File: src/rtl/param_cache_ctrl_if.sv
// ----------------------------------------------------------------------------
// param_cache_ctrl_if
// Bus bundle for the direct-mapped cache controller: the CPU data port and
// the backing-RAM port.
//   slave  : controller view (takes CPU requests and memory beats, drives
//            CPU responses and memory requests)
//   master : environment view (CPU + memory side)
// CPU port : CPU_REQ/CPU_WR/CPU_ADDR/CPU_WDATA in, CPU_RDATA/CPU_READY out
// MEM port : MEM_REQ/MEM_WR/MEM_ADDR/MEM_WDATA out, MEM_RDATA/MEM_ACK in
// ----------------------------------------------------------------------------
interface param_cache_ctrl_if #(
   parameter int DW = 32,
   parameter int AW = 32
);
   logic          CPU_REQ;
   logic          CPU_WR;
   logic [AW-1:0] CPU_ADDR;
   logic [DW-1:0] CPU_WDATA;
   logic [DW-1:0] CPU_RDATA;
   logic          CPU_READY;
   logic          MEM_REQ;
   logic          MEM_WR;
   logic [AW-1:0] MEM_ADDR;
   logic [DW-1:0] MEM_WDATA;
   logic [DW-1:0] MEM_RDATA;
   logic          MEM_ACK;

   modport slave (
      input  CPU_REQ, CPU_WR, CPU_ADDR, CPU_WDATA, MEM_RDATA, MEM_ACK,
      output CPU_RDATA, CPU_READY, MEM_REQ, MEM_WR, MEM_ADDR, MEM_WDATA
   );

   modport master (
      output CPU_REQ, CPU_WR, CPU_ADDR, CPU_WDATA, MEM_RDATA, MEM_ACK,
      input  CPU_RDATA, CPU_READY, MEM_REQ, MEM_WR, MEM_ADDR, MEM_WDATA
   );
endinterface

File: src/rtl/param_cache_ctrl.sv
// ----------------------------------------------------------------------------
// param_cache_ctrl
// Direct-mapped, write-through, no-write-allocate cache controller between a
// CPU data port and a backing RAM with variable-latency valid/ack beats.
// Read misses refill the whole line (WORDS beats); writes always go to memory
// and update the cached copy only on a hit.
//
// Ports:
//   CLK      clock, rising edge
//   RST      synchronous active-high reset
//   bus      param_cache_ctrl_if.slave (CPU port + memory port)
//   HIT_CNT  lookup hit counter   (only with CACHE_STATS_EN)
//   MISS_CNT lookup miss counter  (only with CACHE_STATS_EN)
//
// Optional feature macro: CACHE_STATS_EN
// ----------------------------------------------------------------------------
module param_cache_ctrl #(
   parameter int DW    = 32,
   parameter int AW    = 32,
   parameter int LINES = 16,
   parameter int WORDS = 4
) (
   input  logic                 CLK,
   input  logic                 RST,
   param_cache_ctrl_if.slave    bus
`ifdef CACHE_STATS_EN
   ,
   output logic [31:0]          HIT_CNT,
   output logic [31:0]          MISS_CNT
`endif
);

   localparam int OB = $clog2(WORDS);
   localparam int IB = $clog2(LINES);
   localparam int TB = AW - OB - IB;

   typedef enum logic [2:0] {
      S_IDLE, S_LOOKUP, S_REFILL, S_RESPOND, S_WRITE
   } state_t;

   state_t        state_q, state_d;
   logic [AW-1:0] addr_q, addr_d;
   logic [DW-1:0] wdata_q, wdata_d;
   logic          wr_q, wr_d;
   logic [OB-1:0] beat_q, beat_d;

   logic [DW-1:0] rdata_q, rdata_d;
   logic          ready_q, ready_d;
   logic          mreq_q, mreq_d;
   logic          mwr_q, mwr_d;
   logic [AW-1:0] maddr_q, maddr_d;
   logic [DW-1:0] mwdata_q, mwdata_d;

   logic [LINES-1:0] valid_q;
   logic [TB-1:0]    tag_q  [LINES];
   logic [DW-1:0]    data_q [LINES*WORDS];

   // Fields of the latched request
   logic [OB-1:0]    off;
   logic [IB-1:0]    idx;
   logic [TB-1:0]    tag;
   logic [IB+OB-1:0] word_sel;
   logic             hit;
   logic             ack;
   logic [OB-1:0]    beat_nx;

   assign off      = addr_q[OB-1:0];
   assign idx      = addr_q[OB +: IB];
   assign tag      = addr_q[AW-1 : OB+IB];
   assign word_sel = addr_q[IB+OB-1:0];
   assign hit      = valid_q[idx] && (tag_q[idx] == tag);
   // Stray acks while no request is outstanding are dropped here
   assign ack      = bus.MEM_ACK && mreq_q;
   assign beat_nx  = beat_q + OB'(1);

   // Data-array write port and line-fill strobe
   logic             dw_en;
   logic [IB+OB-1:0] dw_sel;
   logic [DW-1:0]    dw_data;
   logic             line_fill;

   always_comb begin
      state_d   = state_q;
      addr_d    = addr_q;
      wdata_d   = wdata_q;
      wr_d      = wr_q;
      beat_d    = beat_q;
      rdata_d   = rdata_q;
      ready_d   = 1'b0;
      mreq_d    = mreq_q;
      mwr_d     = mwr_q;
      maddr_d   = maddr_q;
      mwdata_d  = mwdata_q;
      dw_en     = 1'b0;
      dw_sel    = {idx, beat_q};
      dw_data   = bus.MEM_RDATA;
      line_fill = 1'b0;

      case (state_q)
         S_IDLE: begin
            if (bus.CPU_REQ) begin
               addr_d  = bus.CPU_ADDR;
               wdata_d = bus.CPU_WDATA;
               wr_d    = bus.CPU_WR;
               state_d = S_LOOKUP;
            end
         end

         S_LOOKUP: begin
            if (wr_q) begin
               mreq_d   = 1'b1;
               mwr_d    = 1'b1;
               maddr_d  = addr_q;
               mwdata_d = wdata_q;
               state_d  = S_WRITE;
            end else if (hit) begin
               rdata_d = data_q[word_sel];
               ready_d = 1'b1;
               state_d = S_IDLE;
            end else begin
               beat_d  = '0;
               mreq_d  = 1'b1;
               mwr_d   = 1'b0;
               maddr_d = {tag, idx, {OB{1'b0}}};
               state_d = S_REFILL;
            end
         end

         S_REFILL: begin
            if (ack) begin
               dw_en  = 1'b1;
               beat_d = beat_nx;
               if (beat_q == OB'(WORDS-1)) begin
                  line_fill = 1'b1;
                  mreq_d    = 1'b0;
                  state_d   = S_RESPOND;
               end else begin
                  maddr_d = {tag, idx, beat_nx};
               end
            end
         end

         S_RESPOND: begin
            // Line was written at the last-beat edge, so it is readable now
            rdata_d = data_q[word_sel];
            ready_d = 1'b1;
            state_d = S_IDLE;
         end

         S_WRITE: begin
            if (ack) begin
               mreq_d  = 1'b0;
               mwr_d   = 1'b0;
               ready_d = 1'b1;
               state_d = S_IDLE;
               // Tags cannot change while the write is pending, so the
               // hit computed here equals the one seen in LOOKUP
               if (hit) begin
                  dw_en   = 1'b1;
                  dw_sel  = word_sel;
                  dw_data = wdata_q;
               end
            end
         end

         default: state_d = S_IDLE;
      endcase
   end

   always_ff @(posedge CLK) begin
      if (RST) begin
         state_q  <= S_IDLE;
         addr_q   <= '0;
         wdata_q  <= '0;
         wr_q     <= 1'b0;
         beat_q   <= '0;
         rdata_q  <= '0;
         ready_q  <= 1'b0;
         mreq_q   <= 1'b0;
         mwr_q    <= 1'b0;
         maddr_q  <= '0;
         mwdata_q <= '0;
         valid_q  <= '0;
      end else begin
         state_q  <= state_d;
         addr_q   <= addr_d;
         wdata_q  <= wdata_d;
         wr_q     <= wr_d;
         beat_q   <= beat_d;
         rdata_q  <= rdata_d;
         ready_q  <= ready_d;
         mreq_q   <= mreq_d;
         mwr_q    <= mwr_d;
         maddr_q  <= maddr_d;
         mwdata_q <= mwdata_d;
         if (line_fill) valid_q[idx] <= 1'b1;
      end
   end

   // Tags and data are not reset; the valid bits alone qualify them
   always_ff @(posedge CLK) begin
      if (!RST) begin
         if (line_fill) tag_q[idx] <= tag;
         if (dw_en) data_q[dw_sel] <= dw_data;
      end
   end

`ifdef CACHE_STATS_EN
   logic [31:0] hit_cnt_q, miss_cnt_q;

   // One of the two counters steps on every lookup, reads and writes alike
   always_ff @(posedge CLK) begin
      if (RST) begin
         hit_cnt_q  <= '0;
         miss_cnt_q <= '0;
      end else if (state_q == S_LOOKUP) begin
         if (hit) hit_cnt_q  <= hit_cnt_q + 32'd1;
         else     miss_cnt_q <= miss_cnt_q + 32'd1;
      end
   end

   assign HIT_CNT  = hit_cnt_q;
   assign MISS_CNT = miss_cnt_q;
`endif

   assign bus.CPU_RDATA = rdata_q;
   assign bus.CPU_READY = ready_q;
   assign bus.MEM_REQ   = mreq_q;
   assign bus.MEM_WR    = mwr_q;
   assign bus.MEM_ADDR  = maddr_q;
   assign bus.MEM_WDATA = mwdata_q;

endmodule

File: src/flat_wrapper.sv
// flat-port wrapper written by rule: the top's interface ports become plain ports
module param_cache_ctrl_flat 
#(
   parameter int DW    = 32,
   parameter int AW    = 32,
   parameter int LINES = 16,
   parameter int WORDS = 4
)
  (CLK, RST, bus_CPU_REQ, bus_CPU_WR, bus_CPU_ADDR, bus_CPU_WDATA, bus_MEM_RDATA, bus_MEM_ACK, bus_CPU_RDATA, bus_CPU_READY, bus_MEM_REQ, bus_MEM_WR, bus_MEM_ADDR, bus_MEM_WDATA);
  param_cache_ctrl_if #(.DW(DW), .AW(AW)) bus_i ();
  input  logic CLK;
  input  logic RST;
  input wire logic [$bits(bus_i.CPU_REQ)-1:0] bus_CPU_REQ;
  input wire logic [$bits(bus_i.CPU_WR)-1:0] bus_CPU_WR;
  input wire logic [$bits(bus_i.CPU_ADDR)-1:0] bus_CPU_ADDR;
  input wire logic [$bits(bus_i.CPU_WDATA)-1:0] bus_CPU_WDATA;
  input wire logic [$bits(bus_i.MEM_RDATA)-1:0] bus_MEM_RDATA;
  input wire logic [$bits(bus_i.MEM_ACK)-1:0] bus_MEM_ACK;
  output wire logic [$bits(bus_i.CPU_RDATA)-1:0] bus_CPU_RDATA;
  output wire logic [$bits(bus_i.CPU_READY)-1:0] bus_CPU_READY;
  output wire logic [$bits(bus_i.MEM_REQ)-1:0] bus_MEM_REQ;
  output wire logic [$bits(bus_i.MEM_WR)-1:0] bus_MEM_WR;
  output wire logic [$bits(bus_i.MEM_ADDR)-1:0] bus_MEM_ADDR;
  output wire logic [$bits(bus_i.MEM_WDATA)-1:0] bus_MEM_WDATA;
  assign bus_i.CPU_REQ = bus_CPU_REQ;
  assign bus_i.CPU_WR = bus_CPU_WR;
  assign bus_i.CPU_ADDR = bus_CPU_ADDR;
  assign bus_i.CPU_WDATA = bus_CPU_WDATA;
  assign bus_i.MEM_RDATA = bus_MEM_RDATA;
  assign bus_i.MEM_ACK = bus_MEM_ACK;
  assign bus_CPU_RDATA = bus_i.CPU_RDATA;
  assign bus_CPU_READY = bus_i.CPU_READY;
  assign bus_MEM_REQ = bus_i.MEM_REQ;
  assign bus_MEM_WR = bus_i.MEM_WR;
  assign bus_MEM_ADDR = bus_i.MEM_ADDR;
  assign bus_MEM_WDATA = bus_i.MEM_WDATA;
  param_cache_ctrl #(.DW(DW), .AW(AW), .LINES(LINES), .WORDS(WORDS)) u_core (.CLK(CLK), .RST(RST), .bus(bus_i));
endmodule
File: config.mk
export PLATFORM = sky130hd
export DESIGN_NAME = param_cache_ctrl_flat
export DESIGN_NICKNAME = d
export VERILOG_FILES = /design/src/rtl/param_cache_ctrl_if.sv /design/src/rtl/param_cache_ctrl.sv /design/src/flat_wrapper.sv
export SDC_FILE = /design/constraint.sdc
export NUM_CORES = 2
export LEC_CHECK = 0
export CAP_MARGIN = 10
export CORE_UTILIZATION = 54
export DETAILED_ROUTE_END_ITERATION = 6
export GPL_ROUTABILITY_DRIVEN = 1
export PLACE_DENSITY_LB_ADDON = 0.1
export REMOVE_ABC_BUFFERS = 1
export SLEW_MARGIN = 15
export SYNTH_ARGS = -nofsm -noshare
export SYNTH_HDL_FRONTEND = slang
export SYNTH_SLANG_ARGS = --single-unit
export TNS_END_PERCENT = 5
File: constraint.sdc
create_clock -name CLK -period 10.69 [get_ports CLK]
set_input_delay 2.138 -clock CLK [delete_from_list [all_inputs] [get_ports CLK]]
set_output_delay 2.138 -clock CLK [all_outputs]
set_load 0.02 [all_outputs]
======== Yosys cells after proc, flatten, opt, wreduce, memory -nomap -nowiden ========
Memories as Yosys holds them, arrays and structs flattened. A register that Yosys moved wholly into a read port is not among the register bits.
Cells that the tools add are included.
word-level totals
  flip-flop bits (word level) ............. 185
  latch bits .............................. 0
  memory bits (writable) .................. 2464
  ROM bits ................................ 0
  bits of input ports ..................... 101
  output and inout port bits .............. 99
  word-level logic and storage cells ...... 106
  memories kept ........................... 2
cells by class
  $add $sub $neg .......................... 1
  $mul .................................... 0
  div/mod/pow operators ................... 0
  order comparisons ....................... 2
  equality and inequality tests ........... 15
  shifts and indexed selects .............. 0
  muxes and demuxes ....................... 57
  bitwise gates (word level) .............. 1
  reductions and logical operators ........ 16
memory list
  name           depth  bits a word  rd ports  clocked after memory_dff  write ports  RTL line                RTL
  u_core.data_q  64     32           1         1                         1            param_cache_ctrl.sv:56  logic [DW-1:0] data_q [LINES*WORDS];
  u_core.tag_q   16     26           1         1                         1            param_cache_ctrl.sv:55  logic [TB-1:0] tag_q [LINES];
operators with widths
  kind                  count
  $mux W32              9
  $pmux W32 S2          2
  $eq A26 B26 Y1        1
  $mux W1               22
  $or A16 B16 Y16       1
  $mux W3               5
  $mux W2               7
  $mux W6               2
  $pmux W3 S4           1
  $reduce_and A4 Y1     3
  $mux W4               2
  $ne A2 B1 Y1 const B  4
  $ne A2 B2 Y1 const B  4
  $eq A3 B2 Y1 const B  2
  $pmux W1 S3           2
  $reduce_and A3 Y1     2
  $reduce_bool A2 Y1    3
  $lt A4 B5 Y1 const B  1
  $reduce_and A5 Y1     1
  $bmux W1 S4           1
  $demux W1 S4          1
  $ge A4 B1 Y1 const B  1
  $pmux W1 S2           2
  $pmux W2 S2           1
  other kinds (9)       12

======== Depth between registers and ports, before layout ========
  depth in word-level cells ............... 9
  depth in mapped cells ................... 16
  gate-level depth less buffers ........... 9

======== Worst setup path after synthesis ========
OpenSTA, ideal clock, no wires.
  path type ............................... input -> register
  start ................................... input port bus_MEM_ACK
  end ..................................... memory u_core.data_q[12][0], enable pin
  library setup time ...................... 0.513 ns
  arrival ................................. 6.738 ns
  data required time ...................... 10.177 ns
  slack ................................... 3.439 ns
  stages .................................. 7
  path buffers ............................ 2
  cell sequence ........................... nand2_1 > or4_1 > nand3b_1 > buf_6 > and2_1 > buf_6 > nor4b_1
between the ends
  cells in the longest elaborated chain, start to end .. 6
  elaborated cells on any way between the ends .. 9
  classes of those cells .................. 8 x mux; 1 x reduce/logical
ends and longest elaborated chain
  element                            RTL line                                          RTL
  from (decl)                        flat_wrapper.sv:18                                input wire logic [$bits(bus_i.MEM_ACK)-1:0] bus_MEM_ACK;
  $logic_and A1 B1 Y1 (*)            param_cache_ctrl.sv:73                            assign ack = bus.MEM_ACK && mreq_q;
  $mux W1, on equally long branches  param_cache_ctrl.sv:151, param_cache_ctrl.sv:130
  $pmux W1 S2                        param_cache_ctrl.sv:99                            case (state_q)
  $mux W1                            param_cache_ctrl.sv:204                           if (dw_en) data_q[dw_sel] <= dw_data;
  $mux W1                            param_cache_ctrl.sv:202                           if (!RST) begin
  $mux W1 (implied by the code)      param_cache_ctrl.sv:204
  to (decl)                          param_cache_ctrl.sv:56
Mark *: on every way between the ends. The rest lies on a longest branch, timed or not.

==> reports/qor.csv <==
stage;metric;value;unit
worst_setup_path;kind of critical path;flip-flop to flip-flop;
floorplanning;initial core utilization;54.3;%
detailed_routing;First-pass DRT Iterations;7;
worst_setup_path;CP Max Fanout;116;
floorplanning;Ports;200;
power;Logic pwr share;5.7;%
synth;Synth Register Bits;2655;
clock_tree;H-Tree Depth;5;
synth;Syn Std Cell Area;0.102;mm²
synth;Top FF cell, synth;edfxtp_1;
power;sw power;0.00466;W
sta;Final Cycle Share;67.0;%
sta;RSZ-0062 raised after global routing;false;
detailed_routing;Routed Wire Length;249000;µm
clock_tree;Num CTS Buffers;287;
floorplanning;Chip Width;437;µm
clock_tree;CTS tree;yes;
global_routing;All-Layer GR Usage;26.4;%
sta;skew final;51.6;ps
global_routing;first-pass GRT wire length;357000;µm
worst_setup_path;startpoint types;flip-flop;
floorplanning;die height;437;µm
status;failing checks;design-rule violations;
detailed_routing;Routed WL per cell;32.4;µm
detailed_routing;Via-to-Cell Ratio;6.34;
sta;Fmax achieved;140;MHz
place;Final GP Congestion;0.793;
cells_and_area;layout cells sized above 1;28.1;%
synth;Post-synth EDFFs;2464;
worst_setup_path;most used cell along the critical path;buf_4;
sta;worst hold slack;455;ps
cells_and_area;P&R area growth vs syn;14.6;%
synth;register area share after synthesis;76.3;%
clock_tree;clock slew at reported path FFs;60;ps
global_routing;initial antenna violation count;26;
sta;setup TNS;0;ps
worst_setup_path;CP max stage delay;900;ps
power;worst ir drop on vdd;0.189;mV
power;Switching Fraction;21.0;%
sta;Final min period;7160;ps
worst_setup_path;Crit path arrival time;7700;ps
sta;final setup vio count;0;
global_routing;total gr overflow;0;
clock_tree;Max clock buf depth;4;
cells_and_area;multi-input logic area;0.0236;mm²
power;clock power share;42.7;%
status;outcome;finished with violations;
synth;Mapped Cells;4624;
global_routing;largest net degree at the start of global routing;136;
power;fraction of power consumed by sequential logic;51.6;%
synth;syn avg cell area;22.1;µm²
power;PD cells;190;mW/mm²
synth;Warnings, synthesis;0;
synth;Cell variety after synth;61;
detailed_routing;initial DRC count;5846;
detailed_routing;vias;48800;
sta;final hold vios;0;
clock_tree;Clock Latency Late Sink;920;ps
sta;Final Max Slew Viols;0;
place;Port-buffer cells;199;
global_routing;number of global-route vias before repair;49300;
worst_setup_path;crit path buf inv count;4;
floorplanning;total die area;0.191;mm²
place;Post-DP HPWL;137000;µm
floorplanning;Row Count;159;
hold_path;Hold Path Class;flip-flop to flip-flop;
cells_and_area;sequential cell area;0.0778;mm²
worst_setup_path;Crit-path slowest cell;nor4_4;
clock_tree;Post-CTS Setup Repair Bufs;0;
cells_and_area;Final Net Count;5100;
sta;Slew @ Worst Pin;1140;ps
clock_tree;root buf cell;clkbuf_16;
worst_setup_path;worst path required time;11230;ps
sta;Rel. slew slack;24.0;%
worst_setup_path;CP Capture Type;flip-flop;
clock_tree;Hold-fix buffers, CTS;0;
cells_and_area;fillers;12800;
clock_tree;post-CTS sizing;0;
power;P_int;0.0175;W
detailed_routing;number of nets with antenna violations after routing;0;
detailed_routing;# DRC;56;
power;Leak;35.9;nW
floorplanning;core area;0.188;mm²
worst_setup_path;cell family with most CP delay;simple AND/OR/NAND/NOR gates;
clock_tree;Sink Count;2655;
worst_setup_path;crit path cell chain;buf_12 -> mux4_2 -> a22oi_1 -> a21oi_1 -> nor2b_1 -> o2111ai_1 -> nor4_2 -> nand3b_1 -> buf_4 -> and2_4 -> buf_4 -> nor4_4 -> buf_4;
flow_run;max_cap viols;0;
synth;asr flop ratio synth;0;%
-- layout by cell type (no fill, tap or decap), drive strengths merged, types with 3 or more instances in the layout --
master         Yosys  layout
or4                4       4
a22o               5       5
o2111ai            4       4
nand3b             4       4
nor4              35      35
edfxtp          2464    2464
a31oi              4       4
inv               27      30
nor2b             21      21
a211oi             5       5
nor3              18      18
buf               75     167
nor4b             22      22
clkinv             0      90
dfxtp            191     191
bufinv             0      20
nand2b             9       9
nand4              5       5
a21oi            140     140
clkbuf           205     379
nand2            223     223
and2               8       8
o21ai             34      34
a22oi             19      19
nor2              73      73
a2bb2oi            3       3
clkdlybuf4s50      0     198
o22ai             18      18
mux2              39      39
mux2i             86      86
xor2              12      12
a32oi              3       3
mux4             769     769
and3               3       3
nand3             47      47
xnor2             19      19
o211ai             3       3
-- final cells by class --
cell class | count | share of cell area [%]
Inverter | 27 | 0.0878
Timing Repair Buffer | 365 | 2.85
Clock buffer | 379 | 6.72
Clock inverter | 115 | 0.889
Multi-Input combinational cell | 1662 | 20.2
Tap cell | 2495 | 2.67
Sequential cell | 2655 | 66.6
Antenna cell | 2 | 0.00428
-- worst reg2reg max path: stages, from the launching register on --
cell,delay (ps)
dfxtp_4,740
buf_12,710
mux4_2,680
a22oi_1,290
a21oi_1,110
nor2b_1,310
o2111ai_1,220
nor4_2,800
nand3b_1,190
buf_4,370
and2_4,410
buf_4,480
nor4_4,930
buf_4,510
-- cell usage after synthesis, types with 3 or more instances --
library cell     n  share of area, %
mux2i_4          3             0.066
nor4_1          13             0.080
a211oi_1         5             0.037
o2111ai_1        4             0.034
o211ai_1         3             0.022
buf_6            9             0.099
and3_1           3             0.018
a21oi_1        140              0.69
and2_1           8             0.049
nand4_1          5             0.031
nor3_1          18             0.088
nand3b_1         4             0.029
dfxtp_1        191               3.7
nor4b_1          5             0.043
inv_1           27             0.099
xnor2_1         19              0.16
nand3_1         47              0.23
buf_1           27             0.099
o22ai_1         18              0.11
nand2b_1         9             0.055
a22oi_1         19              0.14
a31oi_1          4             0.025
a32oi_1          3             0.026
clkbuf_1       205              0.75
nor2_1          73              0.27
or4_1            3             0.022
xor2_1          12              0.10
nor4_2          21              0.26
o21ai_0         34              0.17
a2bb2oi_1        3             0.026
a22o_1           5             0.043
nand2_1        223              0.82
mux2_2          38              0.42
nor4b_2         17              0.25
mux2i_1         83              0.81
edfxtp_1      2464                73
mux4_2         769                17
nor2b_1         21              0.13
buf_2           37              0.18
-- path summary, 6_finish.rpt --
path                             from                       end  slack [ps]  depth (start not counted)
min reg2reg  u_core.bus.MEM_WDATA[22]  u_core.bus.MEM_WDATA[22]         450                          2
max reg2reg                 flip-flop      u_core.data_q[16][5]        3530                         13
min          u_core.bus.MEM_WDATA[22]  u_core.bus.MEM_WDATA[22]         450                          2
max                         flip-flop      u_core.data_q[16][5]        3530                         13
-- routing by layer --
metal / wire length, µm / vias to the layer above / GRT usage (%) / part of all wire (%)
met2: 124000 / 1905 / 42.6 / 50
met3: 17000 / 369 / 3.99 / 6.8
met4: 6060 / 4 / 7.27 / 2.4
li1: - / 20200 / - / -
met1: 102000 / 26400 / 38.0 / 41
met5: 26 / - / 0 / 0.010
-- state kept, by name, summed over array words and instances, names as in the netlist, named ones only --
| name | flops |
|---|---|
| u_core.data_q | 2048 |
| u_core.tag_q | 416 |
| u_core.addr_q | 32 |
| u_core.bus.CPU_RDATA | 32 |
| u_core.bus.MEM_ADDR | 32 |
| u_core.bus.MEM_WDATA | 32 |
| u_core.wdata_q | 32 |
| u_core.valid_q | 16 |
| u_core.state_q | 3 |
| u_core.beat_q | 2 |
| u_core.bus.CPU_READY | 1 |
| u_core.bus.MEM_REQ | 1 |
| u_core.bus.MEM_WR | 1 |
| u_core.wr_q | 1 |
-- power groups by stage --
stage,clock [W],combinational [W],sequential [W]
after floorplan,0,0.00116,0.0118
after global placement,0,0.00128,0.0117
after detailed placement,0,0.00129,0.0117
after CTS,0.00961,0.00129,0.0115
after global routing,0.00999,0.00135,0.0115
final,0.00947,0.00128,0.0115
-- through the flow --
stage               setup slack [ps]  std cells  total power (W)  cell area [µm²]  utilization (%)
finish                          3530       7700           0.0222           117000             62.2
detailed placement              3450       7204           0.0130           108000             57.5
floorplan                     -12050       4344           0.0129           101000                -
global route                    3200       7699           0.0228           117000             62.2
global placement                3520       7204           0.0129           108000             57.5
CTS                             3470       7698           0.0224           117000             62.2
-- cells by family (layout without fill, tap and decap cells) --
| logic type | Yosys count | count (layout) | share of synthesized area, % |
|---|---|---|---|
| adder cells (fa/ha/maj) | 1 | 1 | 0.0123 |
| XOR/XNOR | 31 | 31 | 0.266 |
| AND/OR/NAND/NOR | 481 | 481 | 2.47 |
| flip-flops | 2655 | 2655 | 76.3 |
| buffers and inverters | 307 | 886 | 1.25 |
| multiplexers | 894 | 894 | 18.3 |
| AO/OA/AOI/OAI | 255 | 255 | 1.46 |
| other | 0 | 2 | 0 |
No activity file was read; power rests on OpenSTA's default activity.
